===== src/rtl/elink_trig_scrubber_multi.sv =====
// Multi-channel trigger e-link scrubber: per-channel last word, word/parity-error
// counters and stale flag, read over a pipelined Wishbone slave, cleared by a stalling sweep.
module elink_trig_scrubber_multi #(
  parameter int  N_CH      = 4,
  parameter int  DATA_W    = 12,
  parameter int  CNT_W     = 12,
  parameter int  WB_W      = 12,
  parameter int  STALE_CYC = 1023,
  localparam int ADDR_W    = $clog2(N_CH) + 2
) (
  input  logic                   clk,
  input  logic                   rst_n,
  input  logic [N_CH*DATA_W-1:0] i_trig_data,
  input  logic [N_CH-1:0]        i_trig_valid,
  input  logic                   i_clear_all,
  input  logic [ADDR_W-1:0]      i_wb_addr,
  input  logic                   i_wb_stb,
  output logic [WB_W-1:0]        o_wb_data,
  output logic                   o_wb_ack,
  output logic                   o_wb_stall
);
  localparam int CH_W  = (N_CH > 1) ? $clog2(N_CH) : 1;
  localparam int TMR_W = $clog2(STALE_CYC + 1);
  localparam logic [CNT_W-1:0] CNT_MAX = '1;
  localparam logic [TMR_W-1:0] TMR_MAX = TMR_W'(STALE_CYC);

  typedef enum logic {IDLE, SWEEP} state_t;

  state_t            state_q, state_d;
  logic [CH_W-1:0]   idx_q, idx_d;
  logic [WB_W-1:0]   reg_val [N_CH][4];
  logic [ADDR_W-1:0] ch_full;
  logic [WB_W-1:0]   rd_val;
  logic              accept;

  // ---------------- clear-all sweep FSM ----------------
  always_ff @(posedge clk or negedge rst_n) begin
    // NOTE: state registers use non-blocking assignments so every flop samples pre-edge values.
    if (!rst_n) begin
      state_q <= IDLE;
      idx_q   <= '0;
    end else begin
      state_q <= state_d;
      idx_q   <= idx_d;
    end
  end

  always_comb begin
    // NOTE: defaults first, so no path through this block leaves a signal unassigned (no latches).
    state_d = state_q;
    idx_d   = idx_q;
    unique case (state_q)
      IDLE: begin
        if (i_clear_all) begin
          state_d = SWEEP;
          idx_d   = '0;
        end
      end
      SWEEP: begin
        if (idx_q == CH_W'(N_CH - 1)) begin
          state_d = IDLE;
          idx_d   = '0;
        end else begin
          idx_d = idx_q + 1'b1;
        end
      end
    endcase
  end

  // ---------------- per-channel trackers ----------------
  for (genvar c = 0; c < N_CH; c++) begin : g_ch
    localparam logic [CH_W-1:0] MY_IDX = CH_W'(c);

    logic [DATA_W-1:0] word;
    logic              clr;
    logic [DATA_W-1:0] last_word_q;
    logic [CNT_W-1:0]  word_cnt_q;
    logic [CNT_W-1:0]  err_cnt_q;
    logic [TMR_W-1:0]  tmr_q;

    assign word = i_trig_data[c*DATA_W +: DATA_W];
    // A sweep clear on this channel takes priority over a coincident valid word.
    assign clr  = (state_q == SWEEP) && (idx_q == MY_IDX);

    // NOTE: this per-channel state is plain flops, not RAM, so it is reset like any other register.
    always_ff @(posedge clk or negedge rst_n) begin
      if (!rst_n) begin
        last_word_q <= '0;
        word_cnt_q  <= '0;
        err_cnt_q   <= '0;
        tmr_q       <= '0;
      end else if (clr) begin
        last_word_q <= '0;
        word_cnt_q  <= '0;
        err_cnt_q   <= '0;
        tmr_q       <= '0;
      end else if (i_trig_valid[c]) begin
        last_word_q <= word;
        if (word_cnt_q != CNT_MAX) word_cnt_q <= word_cnt_q + 1'b1;
        if ((^word) && (err_cnt_q != CNT_MAX)) err_cnt_q <= err_cnt_q + 1'b1;
        tmr_q <= '0;
      end else if (tmr_q != TMR_MAX) begin
        tmr_q <= tmr_q + 1'b1;
      end
    end

    assign reg_val[c][0] = WB_W'(last_word_q);
    assign reg_val[c][1] = WB_W'(word_cnt_q);
    assign reg_val[c][2] = WB_W'(err_cnt_q);
    assign reg_val[c][3] = WB_W'(tmr_q == TMR_MAX);
  end

  // ---------------- Wishbone read slave ----------------
  assign ch_full    = i_wb_addr >> 2;
  assign o_wb_stall = (state_q == SWEEP);
  assign accept     = i_wb_stb && !o_wb_stall;

  always_comb begin
    rd_val = '0;
    if (ch_full < ADDR_W'(N_CH)) rd_val = reg_val[CH_W'(ch_full)][i_wb_addr[1:0]];
  end

  always_ff @(posedge clk or negedge rst_n) begin
    if (!rst_n) begin
      o_wb_data <= '0;
      o_wb_ack  <= 1'b0;
    end else begin
      o_wb_ack <= accept;
      if (accept) o_wb_data <= rd_val;
    end
  end
endmodule


===== config.mk =====
export PLATFORM = sky130hd
export DESIGN_NAME = elink_trig_scrubber_multi
export DESIGN_NICKNAME = d
export VERILOG_FILES = /design/src/rtl/elink_trig_scrubber_multi.sv
export SDC_FILE = /design/constraint.sdc
export NUM_CORES = 1
export LEC_CHECK = 0
export BUFFER_PORTS_ARGS = -buffer_cell sky130_fd_sc_hd__buf_2
export CAP_MARGIN = 20
export CORE_ASPECT_RATIO = 0.8
export CORE_MARGIN = 5
export CORE_UTILIZATION = 40
export CTS_BUF_LIST = sky130_fd_sc_hd__clkbuf_2 sky130_fd_sc_hd__clkbuf_4 sky130_fd_sc_hd__clkbuf_8
export CTS_CLUSTER_DIAMETER = 30
export CTS_CLUSTER_SIZE = 28
export DETAILED_ROUTE_END_ITERATION = 10
export GPL_TIMING_DRIVEN = 0
export PLACE_DENSITY = 0.65
export SETUP_SLACK_MARGIN = 0.05
export SYNTH_ARGS = -nofsm -noshare
export SYNTH_HDL_FRONTEND = slang
export SYNTH_SLANG_ARGS = --single-unit

===== constraint.sdc =====
create_clock -name clk -period 6.1 [get_ports clk]
set_input_delay 1.22 -clock clk [delete_from_list [all_inputs] [get_ports clk]]
set_output_delay 1.22 -clock clk [all_outputs]
set_load 0.05 [all_outputs]

Yosys cells after proc, flatten, opt, wreduce, memory -nomap -nowiden

Index checks and enable logic that the tools add are counted.

Bits of input ports: 60
Register bits: 200
Logic and storage cells: 155
Output and inout bits: 14

Reduce and logical (&&, ||, !) cells: 39
$add $sub $neg: 13
Magnitude comparators: 3
Eq/ne operators: 20
Muxes and demuxes: 57
Bitwise gates (word level): 3

Operators by type and width:

| kind                                                     | number |
|---|---|
| two-way mux 12 bit                                       | 35 |
| two-way mux 10 bit                                       | 12 |
| adder 12 x 1 -> 12 bit, second input constant            | 8 |
| binary-select mux 48 bit (select 2 bit)                  | 1 |
| two-way mux 48 bit                                       | 2 |
| inequality test 12 bit, second input constant            | 8 |
| parity 12 bit                                            | 4 |
| adder 10 x 1 -> 10 bit, second input constant            | 4 |
| equality test 10 bit, second input constant              | 4 |
| inequality test 10 bit, second input constant            | 4 |
| binary-select mux 12 bit (select 2 bit)                  | 1 |
| nonzero test 2 bit                                       | 12 |
| AND reduction 2 bit                                      | 8 |
| nonzero test 3 bit                                       | 4 |
| logical AND 1 bit                                        | 9 |
| greater-or-equal comparator 3 bit, second input constant | 2 |
| inverter 2 -> 3 bit                                      | 2 |
| equality test 2 bit, second input constant               | 2 |
| two-way mux 2 bit                                        | 2 |
| one-hot mux 2 bit (2 select lines)                       | 1 |
| < comparator 2 x 3 -> 1 bit, second input constant       | 1 |
| adder 2 x 1 -> 2 bit, second input constant              | 1 |
| equality test 2 x 1 -> 1 bit, second input constant      | 1 |
| zero test 2 bit                                          | 1 |
| 5 further kinds                                          | 6 |

Logic depth before layout (Yosys ltp)

Gate-level depths: netlist of the first run.

Word-level depth: 8
Gate-level depth with buffers: 7

Worst setup path before layout of the first run

OpenSTA, ideal clock, no wires.

Kind: input to register
From: in i_trig_data[1]
To: reg g_ch[0].err_cnt_q[4]
Library setup time: 0.078 ns
Buffers on the path: 1
Arrival time: 2.746 ns
Stages on the path: 6
Path slack: 3.276 ns
Required time: 6.022 ns
Cell sequence: xor2_1 xnor2_1 xnor3_1 buf_6 or4_1 a21oi_1

Longest elaborated chain between the ends: 4

RTL lines:

| what                          | RTL line | text |
|---|---|---|
| start: declaration            | 13       | `input logic [N_CH*DATA_W-1:0] i_trig_data,` |
| parity 12 bit                 | 100      | `if ((^word) && (err_cnt_q != CNT_MAX)) err_cnt_q <= err_cnt_q + 1'b1;` |
| logical AND 1 bit             | 100      |  |
| nonzero test 2 bit (no line)  | --       |  |
| AND reduction 2 bit (no line) | --       |  |
| end signal: assignment        | 100      |  |
| end: declaration              | 78       | `logic [CNT_W-1:0] err_cnt_q;` |

No other way between the ends.
A chain may end at the register's enable or synchronous reset.

Worst setup path after layout of the first run

From: in i_trig_data[1]
To: reg g_ch[0].err_cnt_q[10]

Same word-level chain as after synthesis.

==> flow_summary.toml, run 1 <==
[outcome]
status = "finished clean"

[critical_path]
reg2reg_from = "g_ch[3].tmr_q[0]"
cp_slowest_cell = "xnor3_1"
cp.required_ps = 6440
crit_end = "g_ch[0].err_cnt_q[10]"
critPathLaunchType = "input port"
startpoint = "i_trig_data[1]"
end_kind = "flip-flop"
arrival_ps = 3150
cp_cell_sequence = "buf_2, xor2_1, xnor2_1, xnor3_1, buf_6, clkbuf_1, o41ai_1, a21oi_1"
r2r_slack_ps = 3640
path_max_fanout = 10
worst-r2r-cell-count = 6
slowest_delay_ps = 520
timing_worst_setup_path_type = "input port to flip-flop"
r2r_end = "o_wb_data[0]"

[yosys]
synthTopCellsByArea = "dfrtp_1 45%, mux4_2 7.7%, mux2i_1 5.1%"
ys.flop_type = "dfrtp_1"
synth_area_um2 = 11200
netlist_instances = 1102
synth.largest_area_cell = "dfrtp_1"
synth_commonest_cells = "200 x dfrtp_1, 148 x nor2_1, 87 x nand2_1, 65 x xnor2_1, 57 x mux2i_1"
avgSynthCellArea_um2 = 10.1
synth.distinct_cells = 54
synth_edf_count = 0
synthArstFlopShare = 1.00
yosys_warnings = 0
yosysSeqAreaShare = 0.448
yosysMostFrequentCell = "dfrtp_1"
synth_top_cell_area_share = 0.448
syn_nets = 1178
yosys_register_bits = 200

[sta]
setup_viol = 0
setup_ws_ps = 3290
fmax_mhz = 356
max_slew_margin = 0.279
fin_skew_ps = 16.1
timing.final.crit_period_ps = 2810
slew_viol_final = 0
fin_tns_setup_ps = 0
grt_setup_unrepaired = "no"
finalHoldViolCount = 0
min_period_over_period = 0.461
worst_pin_slew_ps = 1070

[power]
power.clock.fraction = 0.206
peakVddDrop_v = 0.000209
powerDensity_nw_per_um2 = 333
intPower_mw = 2.43
p_sw_frac = 0.412
p_comb_frac = 0.324
seqPwrFrac = 0.470
cellLeakagePower_nw = 5.22
power.switching_mw = 1.70

[route]
drt_first_pass_iters = 5
antenna_left = 0
drt-total-wl_um = 29200
route.detailed.drc = 0
via_per_inst = 5.63
vias = 8815
drt-wirelength-per-cell_um = 18.6
drtIter0Drc = 947

[cts]
ctsResizeCount = 0
cts_tree = "done"
clock_sinks = 200
postCtsSetupRepairBufs = 0
holdBufCountCts = 0
path_clk_slew_ps = 100
cts-root-buf = "clkbuf_8"
numCtsBuffers = 17
clk_path_buf_depth = 2
clk_latency_ps = 480
cts_max_level = 4

[layout]
antennaDiodeCount = 0
fin_util = 0.452
nFillCells = 2636
seqCellArea_um2 = 5000
multi_input_area_um2 = 5900
layout-area-overhead-vs-synth_pct = 11.0
drive_gt1_frac = 0.131
fin_nets = 1267

[global_route]
antenna_found_initial = 1
grt_pass1_vias = 8195
track_usage = 0.185
grt-ovfl-total = 0
grt_max_degree = 111
grt_pass1_wl_um = 46200

[die]
ios = 74
row_count = 54
coreArea_um2 = 27400
die_y_um = 160
initial_core_util = 0.408
die-area_um2 = 31400
fp.dieW_um = 197

[placement]
place_hpwl_um = 21900
pre_cts_slack_ps = 2810
gp_congestion = 0.889
io_buffers = 68

[run]
cap_violations = 0

[worst_hold_path]
hp-class = "flip-flop to flip-flop"
final cells by class:
cell class                 count  share of cell area
multi-input combinational    833               0.475
sequential                   200               0.403
tap                          364              0.0367
timing repair buffer          70              0.0311
clock buffer                  18              0.0200
buffer                        50              0.0168
clock inverter                13              0.0110
inverter                      19             0.00575
flip-flops by register name (all words and copies together), names as in the netlist:
| signal | cells |
|---|---|
| o_wb_data | 12 |
| g_ch.word_cnt_q | 48 |
| o_wb_ack | 1 |
| g_ch.tmr_q | 40 |
| g_ch.last_word_q | 48 |
| g_ch.err_cnt_q | 48 |
| o_wb_stall | 1 |
| idx_q | 2 |
routing by layer:
| metal | share of wire | GRT usage |
|---|---|---|
| met4 | 0.0086 | 0.0312 |
| met3 | 0.076 | 0.0432 |
| met5 | 0.00045 | 0 |
| met1 | 0.49 | 0.294 |
| met2 | 0.42 | 0.261 |
how the worst min path moves through the flow:
stage / start / cells past startpoint / to
2_1_floorplan: g_ch[0].tmr_q[8] / 1 / g_ch[0].tmr_q[8]
6_report: g_ch[0].tmr_q[8] / 1 / g_ch[0].tmr_q[8]
3_3_place_gp: g_ch[0].tmr_q[8] / 1 / g_ch[0].tmr_q[8]
3_5_place_dp: g_ch[0].tmr_q[8] / 1 / g_ch[0].tmr_q[8]
5_1_grt: g_ch[0].tmr_q[8] / 1 / g_ch[0].tmr_q[8]
4_1_cts: g_ch[0].tmr_q[8] / 1 / g_ch[0].tmr_q[8]
cell usage in the layout, fill, tap and decap left out, drive strengths merged, types with 10 or more instances in the layout:
cell type / count
buf: 84
a31oi: 18
xnor2: 66
o211ai: 12
and4: 15
nand2: 87
inv: 27
o31ai: 19
nand4: 28
a22oi: 11
dfrtp: 200
and2: 10
clkbuf: 54
ha: 16
a211oi: 10
nor2: 148
or4: 24
or3: 22
xor2: 23
mux2i: 57
nor3: 33
mux4: 38
nand3: 51
and3: 13
o21ai: 28
a21oi: 42
through the flow:
step	hold slack (ps)	power, mW	std cells	area [um2]
3_5_place_dp	473	3.30	1535	12000
4_1_cts	495	4.16	1566	12400
2_1_floorplan	448	2.79	1102	11200
5_1_grt	539	4.39	1567	12400
6_report	490	4.13	1567	12400
3_3_place_gp	478	3.26	1534	12000
power groups by stage:
stage	Clock [mW]	Combinational, mW	Sequential (mW)
5_1_grt	0.929	1.48	1.98
3_3_place_gp	0	1.32	1.94
3_5_place_dp	0	1.35	1.95
6_report	0.852	1.34	1.94
2_1_floorplan	0	0.832	1.96
4_1_cts	0.883	1.35	1.93
kinds of logic after synthesis:
logic type / count (synthesis) / share of synthesized area
simple gates: 454 / 0.199
flops: 200 / 0.448
compound gates: 174 / 0.103
mux: 95 / 0.128
xor+xnor: 94 / 0.0806
buf+inv: 69 / 0.0251
fa+ha+maj: 16 / 0.0179
worst max-delay path: cells and delay by family:
kind / cells / cell delay [ps]
AO/OA/AOI/OAI: 2 / 500
XOR/XNOR: 3 / 940
buffers and inverters: 3 / 500
Power figures use the tool's default switching activity.
==> run 2: changes to the inputs <==
--- a/config.mk
+++ b/config.mk
@@ -15,7 +15,7 @@
 export CTS_CLUSTER_SIZE = 28
 export DETAILED_ROUTE_END_ITERATION = 10
 export GPL_TIMING_DRIVEN = 0
-export PLACE_DENSITY = 0.65
+export PLACE_DENSITY = 0.67
 export SETUP_SLACK_MARGIN = 0.05
 export SYNTH_ARGS = -nofsm -noshare
 export SYNTH_HDL_FRONTEND = slang
==> constraint.sdc (replaced) <==
create_clock -name clk -period 2.55 [get_ports clk]
set_input_delay 0.51 -clock clk [delete_from_list [all_inputs] [get_ports clk]]
set_output_delay 0.51 -clock clk [all_outputs]
set_load 0.05 [all_outputs]
==> run 2 against run 1 <==
Effect of this change: die area did not move; global-route usage fell by 0.082 points; worst hold slack got worse by 460 ps; cell count barely moved; critical endpoint is now g_ch[0].err_cnt_q[8]; largest cell class unchanged; largest power group unchanged; highest routed layer unchanged.
==> flow_summary.toml, run 2 (synthesized netlist as in run 1, its figures left out) <==
[sta]
fmax_mhz = 425
worst_pin_slew_ps = 898
max_slew_margin = 0.397
fin_skew_ps = 23.0
timing.final.crit_period_ps = 2350
hold_slack_ps = 28.5
fin_tns_setup_ps = 0
slew_viol_final = 0
grt_setup_unrepaired = "no"
min_period_over_period = 0.922
setup_viol = 0
finalHoldViolCount = 0

[route]
antenna_left = 0
via_per_inst = 5.67
drt_first_pass_iters = 4
route.detailed.drc = 0
drt-wirelength-per-cell_um = 18.5
drt-total-wl_um = 29100
drtIter0Drc = 1002
vias = 8886

[critical_path]
critPathMostFrequentCell = "and2_1"
critPathLaunchType = "flip-flop"
arrival_ps = 2750
timing_worst_setup_path_type = "flip-flop to flip-flop"
end_kind = "flip-flop"
cp.required_ps = 2950
cp_slowest_cell = "or4_1"
slowest_delay_ps = 510
path_max_fanout = 10
cp_cell_sequence = "ha_1, and2_1, and2_1, a31o_2, clkbuf_1, or4_1, a21oi_1"

[layout]
mostFrequentLayoutCells = "200 x dfrtp_1, 148 x nor2_1, 87 x nand2_1"
fin_nets = 1267
reg_top3 = "g_ch.err_cnt_q: 48 flops, g_ch.last_word_q: 48 flops, g_ch.word_cnt_q: 48 flops"
drive_gt1_frac = 0.134
layout-area-overhead-vs-synth_pct = 11.1
final_common_cell = "dfrtp_1"
antennaDiodeCount = 0

[cts]
numCtsBuffers = 17
path_clk_slew_ps = 100
cts_max_level = 4
cts-root-buf = "clkbuf_8"
clk_latency_ps = 490
clock_sinks = 200
holdBufCountCts = 0
cts_tree = "done"
clk_path_buf_depth = 2

[power]
powerDensity_nw_per_um2 = 797
cellLeakagePower_nw = 5.21
peakVddDrop_v = 0.000549

[die]
die-area_um2 = 31400
die_y_um = 160
fp.dieW_um = 197
ios = 74
initial_core_util = 0.408
coreArea_um2 = 27400
row_count = 54

[placement]
place_hpwl_um = 21800
io_buffers = 68
gp_congestion = 0.893

[global_route]
antenna_found_initial = 1
grt-ovfl-total = 0
track_usage = 0.185
grt_pass1_wl_um = 46100
grt_pass1_vias = 8280
grt_max_degree = 116

[run]
cap_violations = 0

[worst_hold_path]
hp-class = "input port to async pin"

[outcome]
status = "finished clean"
run 2: changes by cell type in the layout (fill, tap and decap cells not counted), sizes merged:
| cell | change |
|---|---|
| buf | +1 |
| inv | -4 |
| clkinvlp | +2 |
| clkbuf | +2 |
run 2: worst max-delay path, delay by kind of cell (launching register included):
| kind | cells | cell delay, ps |
|---|---|---|
| buffers and inverters | 1 | 220 |
| AOI/OAI and AO/OA | 2 | 410 |
| DFF | 1 | 490 |
| adders and majority gates | 1 | 310 |
| and+or+nand+nor | 3 | 860 |
run 2: area by class of cell:
cell class	instances	area (um2)
multi-input cells	833	5910
repair buffers	70	383
clock inverters	11	113
clock buffers	21	277
fillers	2601	15000
flip-flops and latches	200	5000
well taps	364	455
plain buffers	50	209
inverters	19	71.3
run 2: timing repair:
action,4_1_cts,5_1_grt
setup buffers,0,0
gates resized for setup,1,2
endpoints found under the setup margin,1,9
pin swaps,0,0
run 2: worst paths after layout:
path                                       from                      to  slack [ps]  cells after the start
hold reg to reg                g_ch[0].tmr_q[8]        g_ch[0].tmr_q[8]         510                      1
setup reg to reg           g_ch[0].err_cnt_q[0]    g_ch[0].err_cnt_q[8]         200                      7
hold / removal                            rst_n  g_ch[3].last_word_q[9]          30                      1
max in group asynchronous                 rst_n    g_ch[0].err_cnt_q[8]        1550                      2
setup / recovery           g_ch[0].err_cnt_q[0]    g_ch[0].err_cnt_q[8]         200                      7
min in group clk                    i_clear_all                idx_q[1]         200                      2
run 2: report_power, final:
group          leakage (nW)  total [mW]  internal, mW  switching (mW)
clock                 0.187        2.04         0.863            1.18
combinational          2.38        3.22          1.16            2.06
sequential             2.65        4.65          3.83           0.814
total                  5.21        9.90          5.85            4.05
run 2: routing by layer:
layer	routed length (um)	GRT usage
met2	12500	0.260
met3	2040	0.0459
met1	14100	0.286
met5	13	0
met4	414	0.0413
run 2: through the flow:
stage,setup WS [ps],utilization,instance area (um2),cells,power [mW]
2_1_floorplan,436,-,11200,1102,6.68
3_3_place_gp,-2470,0.437,12000,1534,7.80
3_5_place_dp,-48.1,0.438,12000,1535,7.88
4_1_cts,58.3,0.452,12400,1567,9.91
5_1_grt,67.7,0.453,12400,1568,10.5
6_report,199,0.453,12400,1568,9.90
==> run 3: changes to the inputs <==
--- a/config.mk
+++ b/config.mk
@@ -16,6 +16,7 @@
 export DETAILED_ROUTE_END_ITERATION = 10
 export GPL_TIMING_DRIVEN = 0
 export PLACE_DENSITY = 0.67
+export REMOVE_ABC_BUFFERS = 1
 export SETUP_SLACK_MARGIN = 0.05
 export SYNTH_ARGS = -nofsm -noshare
 export SYNTH_HDL_FRONTEND = slang
==> run 3 against run 2 <==
Effect of this change: die area did not move; non-clock buffer count fell by 39; maximum frequency is 1.3% higher; register-to-register slack improved by 30 ps; sequential share of layout area up 0.16 points; critical path depth increased by 1; cell count decreased by 2.5%; worst setup slack improved by 30 ps; combinational power about the same; utilization shrank 0.18 points; sequential cell count did not move; first-iteration DRC count fell by 18%.
==> flow_summary.toml, run 3 (synthesized netlist as in run 1, its figures left out) <==
[outcome]
status = "finished clean"

[placement]
gp_congestion = 0.856
place_hpwl_um = 20700
io_buffers = 73

[route]
drt-wirelength-per-cell_um = 18.8
drt_first_pass_iters = 5
drtIter0Drc = 822
via_per_inst = 5.79
route.detailed.drc = 0
antenna_left = 0
vias = 8854
drt-total-wl_um = 28800

[die]
row_count = 54
coreArea_um2 = 27400
fp.dieW_um = 197
ios = 74
die-area_um2 = 31400
die_y_um = 160
initial_core_util = 0.408

[critical_path]
cp_cell_sequence = "inv_1, ha_1, and2_1, buf_16, nor4_1, nor3b_1, xnor2_1, nor2_1"
slowest_delay_ps = 690
worst-r2r-cell-count = 8
cp.required_ps = 2940
path_max_fanout = 21
end_kind = "flip-flop"
startpoint = "idx_q[1]"
cp_slowest_cell = "and2_1"
r2r_slack_ps = 230
timing_worst_setup_path_type = "flip-flop to flip-flop"
arrival_ps = 2710
critPathLaunchType = "flip-flop"
crit_end = "g_ch[1].word_cnt_q[9]"
reg2reg_from = "idx_q[1]"
r2r_end = "g_ch[1].word_cnt_q[9]"

[sta]
fin_skew_ps = 17.4
min_period_over_period = 0.910
setup_viol = 0
grt_setup_unrepaired = "no"
max_slew_margin = 0.353
finalHoldViolCount = 0
fmax_mhz = 431
worst_pin_slew_ps = 964
slew_viol_final = 0
timing.final.crit_period_ps = 2320
hold_slack_ps = 54.3

[power]
power.clock.fraction = 0.211
intPower_mw = 5.88
power_mw = 9.84
powerDensity_nw_per_um2 = 795
seqPwrFrac = 0.460
cellLeakagePower_nw = 5.22
peakVddDrop_v = 0.000695
p_comb_frac = 0.329
p_sw_frac = 0.402
power.switching_mw = 3.96

[cts]
clk_latency_ps = 490
path_clk_slew_ps = 110
clock_sinks = 200
cts_max_level = 4
numCtsBuffers = 17
cts-root-buf = "clkbuf_8"
cts_tree = "done"
holdBufCountCts = 0
clk_path_buf_depth = 2
ctsResizeCount = 1
postCtsSetupRepairBufs = 0

[global_route]
grt_pass1_vias = 8198
grt_max_degree = 104
grt-ovfl-total = 0
grt_pass1_wl_um = 45400
track_usage = 0.181
antenna_found_initial = 0

[run]
cap_violations = 0

[worst_hold_path]
hp-class = "input port to async pin"

[layout]
reg_top3 = "g_ch.err_cnt_q: 48 flops, g_ch.last_word_q: 48 flops, g_ch.word_cnt_q: 48 flops"
antennaDiodeCount = 0
fin_nets = 1228
layout-area-overhead-vs-synth_pct = 10.7
mostFrequentLayoutCells = "200 x dfrtp_1, 148 x nor2_1, 87 x nand2_1"
final_common_cell = "dfrtp_1"
drive_gt1_frac = 0.138
nFillCells = 2605
[run 3: how the worst min path moves through the flow]
stage / slack (ps) / start / to
after floorplan: 210 / rst_n / g_ch[0].err_cnt_q[0]
after global placement: 480 / g_ch[0].tmr_q[8] / g_ch[0].tmr_q[8]
after detailed placement: 480 / g_ch[0].tmr_q[8] / g_ch[0].tmr_q[8]
after CTS: 70 / rst_n / g_ch[3].last_word_q[2]
after global routing: 110 / rst_n / g_ch[3].word_cnt_q[2]
final: 50 / rst_n / g_ch[3].word_cnt_q[2]
[run 3: stage by stage]
stage	instance area (um2)	cells	TNS, ps	utilization	setup WS, ps
after floorplan	11000	1052	0	-	33.4
after global placement	11800	1489	-521140	0.430	-2590
after detailed placement	12000	1495	-3710	0.436	-384
after CTS	12300	1527	0	0.450	124
after global routing	12400	1529	0	0.451	82.3
final	12400	1529	0	0.451	229
[run 3: power groups by stage]
stage	registers (mW)	clock network [mW]	logic, mW
final	4.53	2.07	3.24
after global routing	4.62	2.24	3.54
after CTS	4.51	2.11	3.24
after detailed placement	4.57	0	3.23
after global placement	4.54	0	3.00
after floorplan	4.71	0	1.79
[run 3: final cells by class]
| cell class | count | area, um2 | share of cell area |
|---|---|---|---|
| well taps | 364 | 455 | 0.0368 |
| inverters | 19 | 71.3 | 0.00576 |
| clock inverters | 12 | 114 | 0.00920 |
| clock buffers | 20 | 275 | 0.0222 |
| multi-input cells | 833 | 5910 | 0.478 |
| flip-flops and latches | 200 | 5000 | 0.404 |
| repair buffers | 81 | 546 | 0.0441 |
[run 3: metal layers]
metal  GRT usage  routed length [um]  vias to the layer above
met5           0                   0                        -
met4      0.0517                 390                        0
met3      0.0336                1840                       27
met2       0.262               12800                      257
met1       0.276               13700                     4415
li1            -                   -                     4155
[run 3: critical path, delay by kind of cell, from the launching register on]
kind | cells | cell delay, ps
XOR/XNOR | 1 | 150
adder cells (fa/ha/maj) | 1 | 200
buffers and inverters | 2 | 360
flip-flops | 1 | 410
AND/OR/NAND/NOR | 4 | 1090
